**config.mk**
```make
export PLATFORM = sky130hd
export DESIGN_NAME = pwm_peripheral
export DESIGN_NICKNAME = d
export VERILOG_FILES = /design/src/rtl/pwm_peripheral.sv
export SDC_FILE = /design/constraint.sdc
export NUM_CORES = 1
export LEC_CHECK = 0
export CORE_MARGIN = 2
export CORE_UTILIZATION = 48
export CTS_CLUSTER_SIZE = 10
export DETAILED_ROUTE_END_ITERATION = 8
export GPL_ROUTABILITY_DRIVEN = 0
export GPL_TIMING_DRIVEN = 0
export HOLD_SLACK_MARGIN = 0.03
export PLACE_DENSITY = 0.84
export SYNTH_ARGS = -nofsm -noshare
export SYNTH_HDL_FRONTEND = slang
export SYNTH_SLANG_ARGS = --single-unit
```
**constraint.sdc**
```tcl
create_clock -name clk -period 5.14 [get_ports clk]
set_input_delay 0.771 -clock clk [delete_from_list [all_inputs] [get_ports clk]]
set_output_delay 0.771 -clock clk [all_outputs]
set_load 0.02 [all_outputs]
```
**src/rtl/pwm_peripheral.sv**
```systemverilog
// 16-output driver: each pin is held low, driven static high, or follows one shared
// 8-bit PWM waveform whose duty is shadowed at the period boundary.
module pwm_peripheral #(
  parameter int CLK_DIV = 13
) (
  input  logic        clk,
  input  logic        rst,
  input  logic [7:0]  en_reg_out_7_0,
  input  logic [7:0]  en_reg_out_15_8,
  input  logic [7:0]  en_reg_pwm_7_0,
  input  logic [7:0]  en_reg_pwm_15_8,
  input  logic [7:0]  pwm_duty_cycle,
  output logic [15:0] out,
  output logic        pwm_period_start
);

  // A one-bit prescaler keeps CLK_DIV=1 legal; it then stays at 0 and ticks every clk.
  localparam int PW = (CLK_DIV > 1) ? $clog2(CLK_DIV) : 1;
  localparam logic [PW-1:0] PRE_MAX = PW'(CLK_DIV - 1);

  logic [PW-1:0] prescaler;
  logic [7:0]    pwm_cnt;
  logic [7:0]    duty_shadow;
  logic          tick;
  logic          pwm_raw;
  logic [15:0]   en_out;
  logic [15:0]   en_pwm;
  logic [15:0]   out_next;

  assign tick   = (prescaler == PRE_MAX);
  assign en_out = {en_reg_out_15_8, en_reg_out_7_0};
  assign en_pwm = {en_reg_pwm_15_8, en_reg_pwm_7_0};

  // Full-scale code is forced high so 0xFF has no one-step dip at count 255.
  assign pwm_raw = (duty_shadow == 8'hFF) ? 1'b1 : (pwm_cnt < duty_shadow);

  always_comb begin
    out_next = '0;
    for (int i = 0; i < 16; i++) begin
      out_next[i] = en_out[i] & (~en_pwm[i] | pwm_raw);
    end
  end

  always_ff @(posedge clk or posedge rst) begin
    if (rst) begin
      prescaler        <= '0;
      pwm_cnt          <= 8'h00;
      duty_shadow      <= 8'h00;
      out              <= 16'h0000;
      pwm_period_start <= 1'b0;
    end else begin
      prescaler <= tick ? '0 : prescaler + 1'b1;
      if (tick) begin
        pwm_cnt <= pwm_cnt + 8'd1;
      end
      // Duty only changes at the wrap so a mid-period write can never produce a runt pulse.
      if (tick && (pwm_cnt == 8'hFF)) begin
        duty_shadow <= pwm_duty_cycle;
      end
      out              <= out_next;
      pwm_period_start <= (pwm_cnt == 8'h00) && (prescaler == '0);
    end
  end

endmodule

```
After elaboration in Yosys (flattened, before gate mapping). Index checks and enable logic that the tools add are counted.

Add/sub/neg operators: 2. Magnitude comparators: 1. Eq/ne operators: 3. Multiplexer cells: 2. Bitwise operators: 48. Reduce and logical (&&, ||, !) cells: 4.

Operator list (number): $and A1 B1 Y1 (16); $eq A8 B8 Y1 const B (2); $not A1 Y1 (16); $or A1 B1 Y1 (16); $add A8 B1 Y8 const B (1); $logic_not A8 Y1 (1); $lt A8 B8 Y1 (1); $add A4 B1 Y4 const B (1); $eq A4 B4 Y1 const B (1); $logic_not A4 Y1 (1); $mux W4 (1); $logic_and A1 B1 Y1 (2); $mux W1 (1).

Register bits: 37. Input port bits: 42. Output and inout bits: 17. Word-level logic and storage cells: 65.

Logic depth before layout (Yosys ltp). Gate-level depths: netlist of run 1.

Word-level depth: 4. Depth in mapped cells: 7. Mapped depth without buffers: 6.

Least setup slack after synthesis of run 1. No wires, ideal clock.

Path kind: register to register. Start point: register pwm_cnt[7]. End point: register out[10]. Library setup time: 0.122 ns. Data arrival time: 1.622 ns. Required time: 5.018 ns. Setup slack: 3.396 ns. Stages on the path, launching flop included: 7. Path buffers: 1. Period minus slack after synthesis: 1.744 ns. Cells stage by stage: dfrtp_1 > ha_1 > and4_1 > o21ai_1 > o32ai_2 > buf_6 > a21boi_2.

Cells in the longest elaborated chain, start to end: 4.

RTL lines: from (decl) (RTL line 22) `logic [7:0] pwm_cnt;`; from (signal assigned) (RTL line 54) `pwm_cnt <= pwm_cnt + 8'd1;`; $lt A8 B8 Y1 (RTL line 35) `assign pwm_raw = (duty_shadow == 8'hFF) ? 1'b1 : (pwm_cnt < duty_shadow);`; $mux W1 (RTL line 35); $or A1 B1 Y1 (RTL line 40) `out_next[i] = en_out[i] & (~en_pwm[i] | pwm_raw);`; $and A1 B1 Y1 (RTL line 40); via out_next[10] (RTL line 28) `logic [15:0] out_next;`; to (signal assigned) (RTL line 60) `out <= out_next;`; to (decl) (RTL line 13) `output logic [15:0] out,`.

The timed path passes the listed nets, and every way through them passes these cells. A chain may end at the register's enable or synchronous reset.

Worst setup path after layout of run 1.
Start point: register out[2]. End point: output port out[2].

No word-level cell between the ends.

==> flow_metrics.py, run 1 <==
metrics = {
    "outcome": {
        "status": "finished clean",
    },
    "floorplanning": {
        "core.rowCount": 21,
        "io_pins": 59,
        "dieArea_um2": 4050,
        "die_w_um": 63.7,
        "die_y_um": 63.7,
        "start_util_pct": 50.4,
        "core-area_um2": 3390,
    },
    "critical_path": {
        "crit_path_start_kind": "register",
        "worstReg2RegStart": "pwm_cnt[7]$_DFFE_PP0P_",
        "critPathCaptureType": "primary output",
        "cpLargestDelayFamily": "buffers and inverters",
        "rrSetupSlack_ns": 3.11,
        "rr_worst_depth": 6,
        "cp_data_required_time_ns": 4.37,
        "critPathMaxStageDelay_ns": 0.62,
        "crit_path_max_fanout": 1,
        "crit_type": "register to primary output",
        "crit_chain": "clkdlybuf4s50_1",
        "r2r-end": "out[3]$_DFF_PP0_",
        "slowest_stage": "clkdlybuf4s50_1",
        "arrival_ns": 1.31,
        "cp.buffers_inverters": 1,
    },
    "yosys": {
        "yosysMostFrequentCell": "dfrtp_1",
        "syn_inst": 128,
        "postSynthAreaPerCell_um2": 13.3,
        "yosys_warnings": 0,
        "synth-seq-cells": 37,
        "syn_nets": 181,
        "netlist_top_cells_area": "dfrtp_1, ha_1, a21boi_2",
        "netlist_area_um2": 1710,
        "synthFlopType": "dfrtp_1",
        "netlist_top_cells_count": "dfrtp_1, inv_1, ha_1, a21boi_2",
        "synthDistinctLibCells": 29,
        "post-synth-top-area-cell": "dfrtp_1",
        "yosysSeqAreaShare_pct": 54.2,
        "synth_edf_count": 0,
        "synth_top_area_share_pct": 54.2,
        "async_flop_share_pct": 100,
    },
    "cts": {
        "h-tree-depth": 2,
        "ctsResizeCount": 0,
        "numClockSinks": 37,
        "cts_tree": "built",
        "hold_buffers": 0,
        "root_buffer": "clkbuf_4",
        "clockBufferDepth": 2,
        "cts_made_buffers": 5,
        "cts_setup_buffers": 0,
        "clk_pin_slew_ns": 0.11,
        "clkLatencyLatePin_ns": 0.33,
    },
    "sta": {
        "whs_ns": 0.501,
        "fin_skew_ns": 0.00418,
        "final_hold_viol_count": 0,
        "fmax_ghz": 0.482,
        "final-setup-viol-count": 0,
        "rsz0062_at_grt": "no",
        "slew_headroom_pct": 49.2,
        "fin_crit_sh_pct": 40.4,
        "setup-tns-final_ns": 0,
        "tightest_slew_ns": 0.761,
        "maxSlewViolCount": 0,
        "period_needed_ns": 2.08,
    },
    "placement": {
        "place_hpwl_um": 2710,
        "placed_cells": 232,
        "port_buffers": 58,
    },
    "power_and_ir_drop": {
        "ir_drop_uv": 215,
        "leakage_nw": 1.07,
        "power.density_nw_per_um2": 230,
    },
    "flow_run": {
        "maxCapViolations": 0,
    },
    "global_routing": {
        "grt_pass1_vias": 1331,
        "grt_max_degree": 38,
        "globalRouteTotalUtil_pct": 19.5,
        "grt_pass1_wl_um": 5890,
        "grt_overflow_total": 0,
        "antenna_found_initial": 0,
    },
    "min_path": {
        "hp-class": "register to register",
        "whs_endpoint": "prescaler[0]$_DFF_PP0_",
        "hold_path_depth": 1,
        "hold_start": "prescaler[0]$_DFF_PP0_",
    },
    "finish": {
        "final_cells": 240,
        "filler_cell_count": 232,
        "drive_above_1_share_pct": 18.0,
        "nNetsFinal": 246,
        "areaGrowthSynthToFinish_pct": 41.5,
        "diodes": 0,
    },
    "drt": {
        "postRouteAntennaNets": 0,
        "drt-pass1-iter-count": 4,
        "wl_per_cell_um": 14.6,
        "drc_errors": 0,
        "drt_iter0_drc": 20,
        "drt_wl_total_um": 3510,
        "avgViaCountPerCell": 5.14,
        "vias": 1234,
    },
}
## cell families after synthesis
family / after synthesis / synth area share, %
mux: 8 / 5.27
flops: 37 / 54.2
fa+ha+maj: 11 / 8.06
compound gates: 27 / 15.2
xor+xnor: 8 / 4.10
buf+inv: 15 / 3.81
simple gates: 22 / 9.30
## metal layers
| metal | wire, um | up-vias | global-route usage, % |
|---|---|---|---|
| li1 | - | 581 | - |
| met3 | 370 | 2 | 10.5 |
| met5 | 0 | - | 0 |
| met4 | 36 | 0 | 8.15 |
| met2 | 1800 | 47 | 32.0 |
| met1 | 1300 | 604 | 20.9 |
## power by group
part	switching [mW]	internal, mW	leakage, nW	total, mW
logic	0.0280	0.0481	0.586	0.0761
clock network	0.0949	0.0793	0.0413	0.174
registers	0.00448	0.301	0.441	0.305
## sequential cells by signal (all words and copies together) (netlist names)
| register | cells |
|---|---|
| pwm_cnt | 8 |
| out | 16 |
| prescaler | 4 |
| pwm_period_start | 1 |
| duty_shadow | 8 |
## area by class of cell
class | instances | area (um2) | share of cell area (%)
Multi-Input combinational cell | 76 | 717 | 29.7
Sequential cell | 37 | 926 | 38.3
Clock inverter | 1 | 5.00 | 0.207
Buffer | 2 | 16.3 | 0.673
Timing Repair Buffer | 58 | 581 | 24.0
Inverter | 13 | 48.8 | 2.02
Clock buffer | 7 | 65.1 | 2.69
Tap cell | 46 | 57.6 | 2.38
## worst max-delay path by stage
| stage | start | end | cells after the start |
|---|---|---|---|
| 6_report | out[2]$_DFF_PP0_ | out[2] | 1 |
| 5_1_grt | pwm_cnt[7]$_DFFE_PP0P_ | out[9]$_DFF_PP0_ | 6 |
| 4_1_cts | out[3]$_DFF_PP0_ | out[3] | 1 |
| 3_5_place_dp | rst | out[13]$_DFF_PP0_ | 2 |
| 3_3_place_gp | rst | duty_shadow[2]$_DFFE_PP0P_ | 2 |
| 2_1_floorplan | pwm_cnt[7]$_DFFE_PP0P_ | out[10]$_DFF_PP0_ | 6 |
## layout by cell type (no fill, tap or decap)
cell	count
nor4_1	1
clkbuf_8	2
clkdlybuf4s50_1	58
and4_1	2
nand4_1	7
buf_2	1
nand2_1	2
nand4_4	1
ha_1	11
o21ai_1	1
nor4b_1	1
and3_1	1
o21ai_0	2
o41ai_1	1
clkbuf_4	5
dfrtp_1	37
o21a_1	1
clkinv_2	1
mux2_2	8
a21o_1	1
nand2b_4	1
inv_1	12
and3_2	1
a21oi_1	2
o32ai_2	1
a21boi_2	10
nor2_1	4
inv_2	1
a21boi_0	6
xnor2_1	8
a2111oi_4	1
buf_6	1
and3_4	1
a41o_1	1
## stage by stage
step	setup WS, ns	power (mW)	cell area (um2)	util (%)
after global routing	2.97	0.585	2420	71.3
after global placement	2.81	0.385	2350	69.2
after CTS	3.03	0.565	2420	71.3
after floorplan	3.40	0.338	1710	-
after detailed placement	2.70	0.388	2350	69.2
final	3.06	0.555	2420	71.3
Power figures use the tool's default switching activity.
==> run 2: changes to the inputs <==
--- a/config.mk
+++ b/config.mk
@@ -6,13 +6,13 @@
 export NUM_CORES = 1
 export LEC_CHECK = 0
 export CORE_MARGIN = 2
-export CORE_UTILIZATION = 48
+export CORE_UTILIZATION = 45
 export CTS_CLUSTER_SIZE = 10
 export DETAILED_ROUTE_END_ITERATION = 8
 export GPL_ROUTABILITY_DRIVEN = 0
 export GPL_TIMING_DRIVEN = 0
 export HOLD_SLACK_MARGIN = 0.03
-export PLACE_DENSITY = 0.84
+export PLACE_DENSITY = 0.8
 export SYNTH_ARGS = -nofsm -noshare
 export SYNTH_HDL_FRONTEND = slang
 export SYNTH_SLANG_ARGS = --single-unit
==> constraint.sdc (replaced) <==
create_clock -name clk -period 2.1 [get_ports clk]
set_input_delay 0.315 -clock clk [delete_from_list [all_inputs] [get_ports clk]]
set_output_delay 0.315 -clock clk [all_outputs]
set_load 0.02 [all_outputs]
==> run 2 against run 1 <==
  * Register-to-register slack worse by 3.0 ns
  * Wire length is 5.5% lower
  * Non-clock buffer count stayed put
  * Sequential power is 140% higher
  * Total power grew to 2.8 times the previous value
  * Count of clock-buffer cells in the layout stayed put
  * Highest routed layer unchanged
==> flow_metrics.py, run 2 (synthesis results as in run 1) <==
metrics = {
    "outcome": {
        "status": "finished clean",
    },
    "critical_path": {
        "rr_worst_depth": 6,
        "arrival_ns": 2.13,
        "crit_chain": "ha_1 > and4_1 > o21ai_1 > o32ai_2 > buf_6 > a21boi_2",
        "worstReg2RegStart": "pwm_cnt[7]$_DFFE_PP0P_",
        "crit_type": "register to register",
        "crit_path_max_fanout": 10,
        "crit_path_start_kind": "register",
        "startpoint": "pwm_cnt[7]$_DFFE_PP0P_",
        "critPathMaxStageDelay_ns": 0.48,
        "cp_data_required_time_ns": 2.27,
        "rrSetupSlack_ns": 0.14,
        "r2r-end": "out[4]$_DFF_PP0_",
        "slowest_stage": "o32ai_2",
        "critPathCaptureType": "register",
    },
    "cts": {
        "root_buffer": "clkbuf_8",
        "clockBufferDepth": 2,
        "cts_tree": "built",
        "ctsResizeCount": 0,
        "clkLatencyLatePin_ns": 0.28,
        "h-tree-depth": 2,
        "cts_made_buffers": 5,
        "numClockSinks": 37,
        "clk_pin_slew_ns": 0.07,
        "hold_buffers": 0,
        "cts_setup_buffers": 0,
    },
    "global_routing": {
        "grt_max_degree": 38,
        "grt_overflow_total": 0,
        "antenna_found_initial": 0,
        "globalRouteTotalUtil_pct": 18.5,
        "grt_pass1_vias": 1323,
        "grt_pass1_wl_um": 5870,
    },
    "floorplanning": {
        "die_w_um": 65.6,
        "core-area_um2": 3660,
        "dieArea_um2": 4300,
        "core.rowCount": 22,
        "io_pins": 59,
        "die_y_um": 65.6,
        "start_util_pct": 46.7,
    },
    "finish": {
        "multiInputGateArea_um2": 717,
        "top_register": "out",
        "top_regs": "out: 16 flops, duty_shadow: 8 flops, pwm_cnt: 8 flops",
        "areaGrowthSynthToFinish_pct": 44.3,
        "post-route-util_pct": 67.3,
        "largest_register_ffs": 16,
        "diodes": 0,
        "nNetsFinal": 246,
        "final_cell_mix": "clkdlybuf4s50_1, dfrtp_1, inv_1, ha_1, a21boi_2",
        "mostFrequentLayoutCell": "clkdlybuf4s50_1",
        "regArea_um2": 926,
        "filler_cell_count": 265,
        "drive_above_1_share_pct": 17.5,
        "fin_area_um2": 2460,
    },
    "drt": {
        "vias": 1225,
        "drt-pass1-iter-count": 4,
        "drc_errors": 0,
        "drt_iter0_drc": 13,
        "postRouteAntennaNets": 0,
        "wl_per_cell_um": 13.7,
        "avgViaCountPerCell": 5.06,
        "drt_wl_total_um": 3320,
    },
    "sta": {
        "setup-tns-final_ns": 0,
        "fin_crit_sh_pct": 93.1,
        "rsz0062_at_grt": "no",
        "maxSlewViolCount": 0,
        "slew_headroom_pct": 50.4,
        "period_needed_ns": 1.96,
        "final-setup-viol-count": 0,
        "fin_skew_ns": 0.00753,
        "worst_slack_ns": 0.145,
        "fmax_ghz": 0.511,
        "tightest_slew_ns": 0.743,
        "final_hold_viol_count": 0,
    },
    "placement": {
        "dpl_cell_area_um2": 2350,
        "place_hpwl_um": 2650,
        "post-place-ws_ns": 0.128,
        "port_buffers": 58,
    },
    "power_and_ir_drop": {
        "leakage_nw": 1.09,
        "report.power.total_mw": 1.55,
        "power.density_nw_per_um2": 630,
        "ir_drop_uv": 455,
    },
    "flow_run": {
        "maxCapViolations": 0,
    },
    "min_path": {
        "hp-class": "input pin to async pin",
    },
}
-- run 2: final cells by class --
cell class | count | share of cell area (%)
clock buffer | 7 | 3.50
buffer | 2 | 0.660
tap | 48 | 2.44
multi-input combinational | 76 | 29.1
sequential | 37 | 37.6
clock inverter | 1 | 1.22
inverter | 13 | 1.98
timing repair buffer | 58 | 23.6
-- run 2: worst max-delay path, delay by kind of cell (launching register included) --
kind	cells	cell delay [ns]
flip-flops	1	0.45
buffers and inverters	1	0.24
AO/OA/AOI/OAI	3	0.62
adder cells (fa/ha/maj)	1	0.35
AND/OR/NAND/NOR	1	0.18
-- run 2: report_power, final --
| group | internal (mW) | switching (mW) |
|---|---|---|
| clock | 0.387 | 0.232 |
| sequential | 0.736 | 0.0106 |
| combinational | 0.118 | 0.0684 |
-- run 2: metal layers --
layer / global-route usage, % / vias to the layer above / wire length (um)
li1: - / 581 / -
met1: 19.9 / 585 / 1220
met2: 30.9 / 53 / 1620
met3: 9.25 / 6 / 416
met4: 7.81 / 0 / 65
met5: 0 / - / 0
-- run 2: metrics by stage --
stage,std cells,hold WS (ns)
after floorplan,128,0.388
after global placement,234,0.471
after detailed placement,234,0.487
after CTS,242,0.498
after global routing,242,0.552
final,242,0.475
-- run 2: worst max-delay path by stage --
stage | endpoint | cells after the start
floorplan | out[10]$_DFF_PP0_ | 6
global placement | out[1]$_DFF_PP0_ | 6
detailed placement | out[4]$_DFF_PP0_ | 6
CTS | out[4]$_DFF_PP0_ | 6
global route | out[4]$_DFF_PP0_ | 6
finish | out[4]$_DFF_PP0_ | 6
==> run 3: changes to the inputs <==
--- a/config.mk
+++ b/config.mk
@@ -11,7 +11,6 @@
 export DETAILED_ROUTE_END_ITERATION = 8
 export GPL_ROUTABILITY_DRIVEN = 0
 export GPL_TIMING_DRIVEN = 0
-export HOLD_SLACK_MARGIN = 0.03
 export PLACE_DENSITY = 0.8
 export SYNTH_ARGS = -nofsm -noshare
 export SYNTH_HDL_FRONTEND = slang
==> results of run 3 <==
No change in the layout: final DEF, timing and power equal those of run 2.
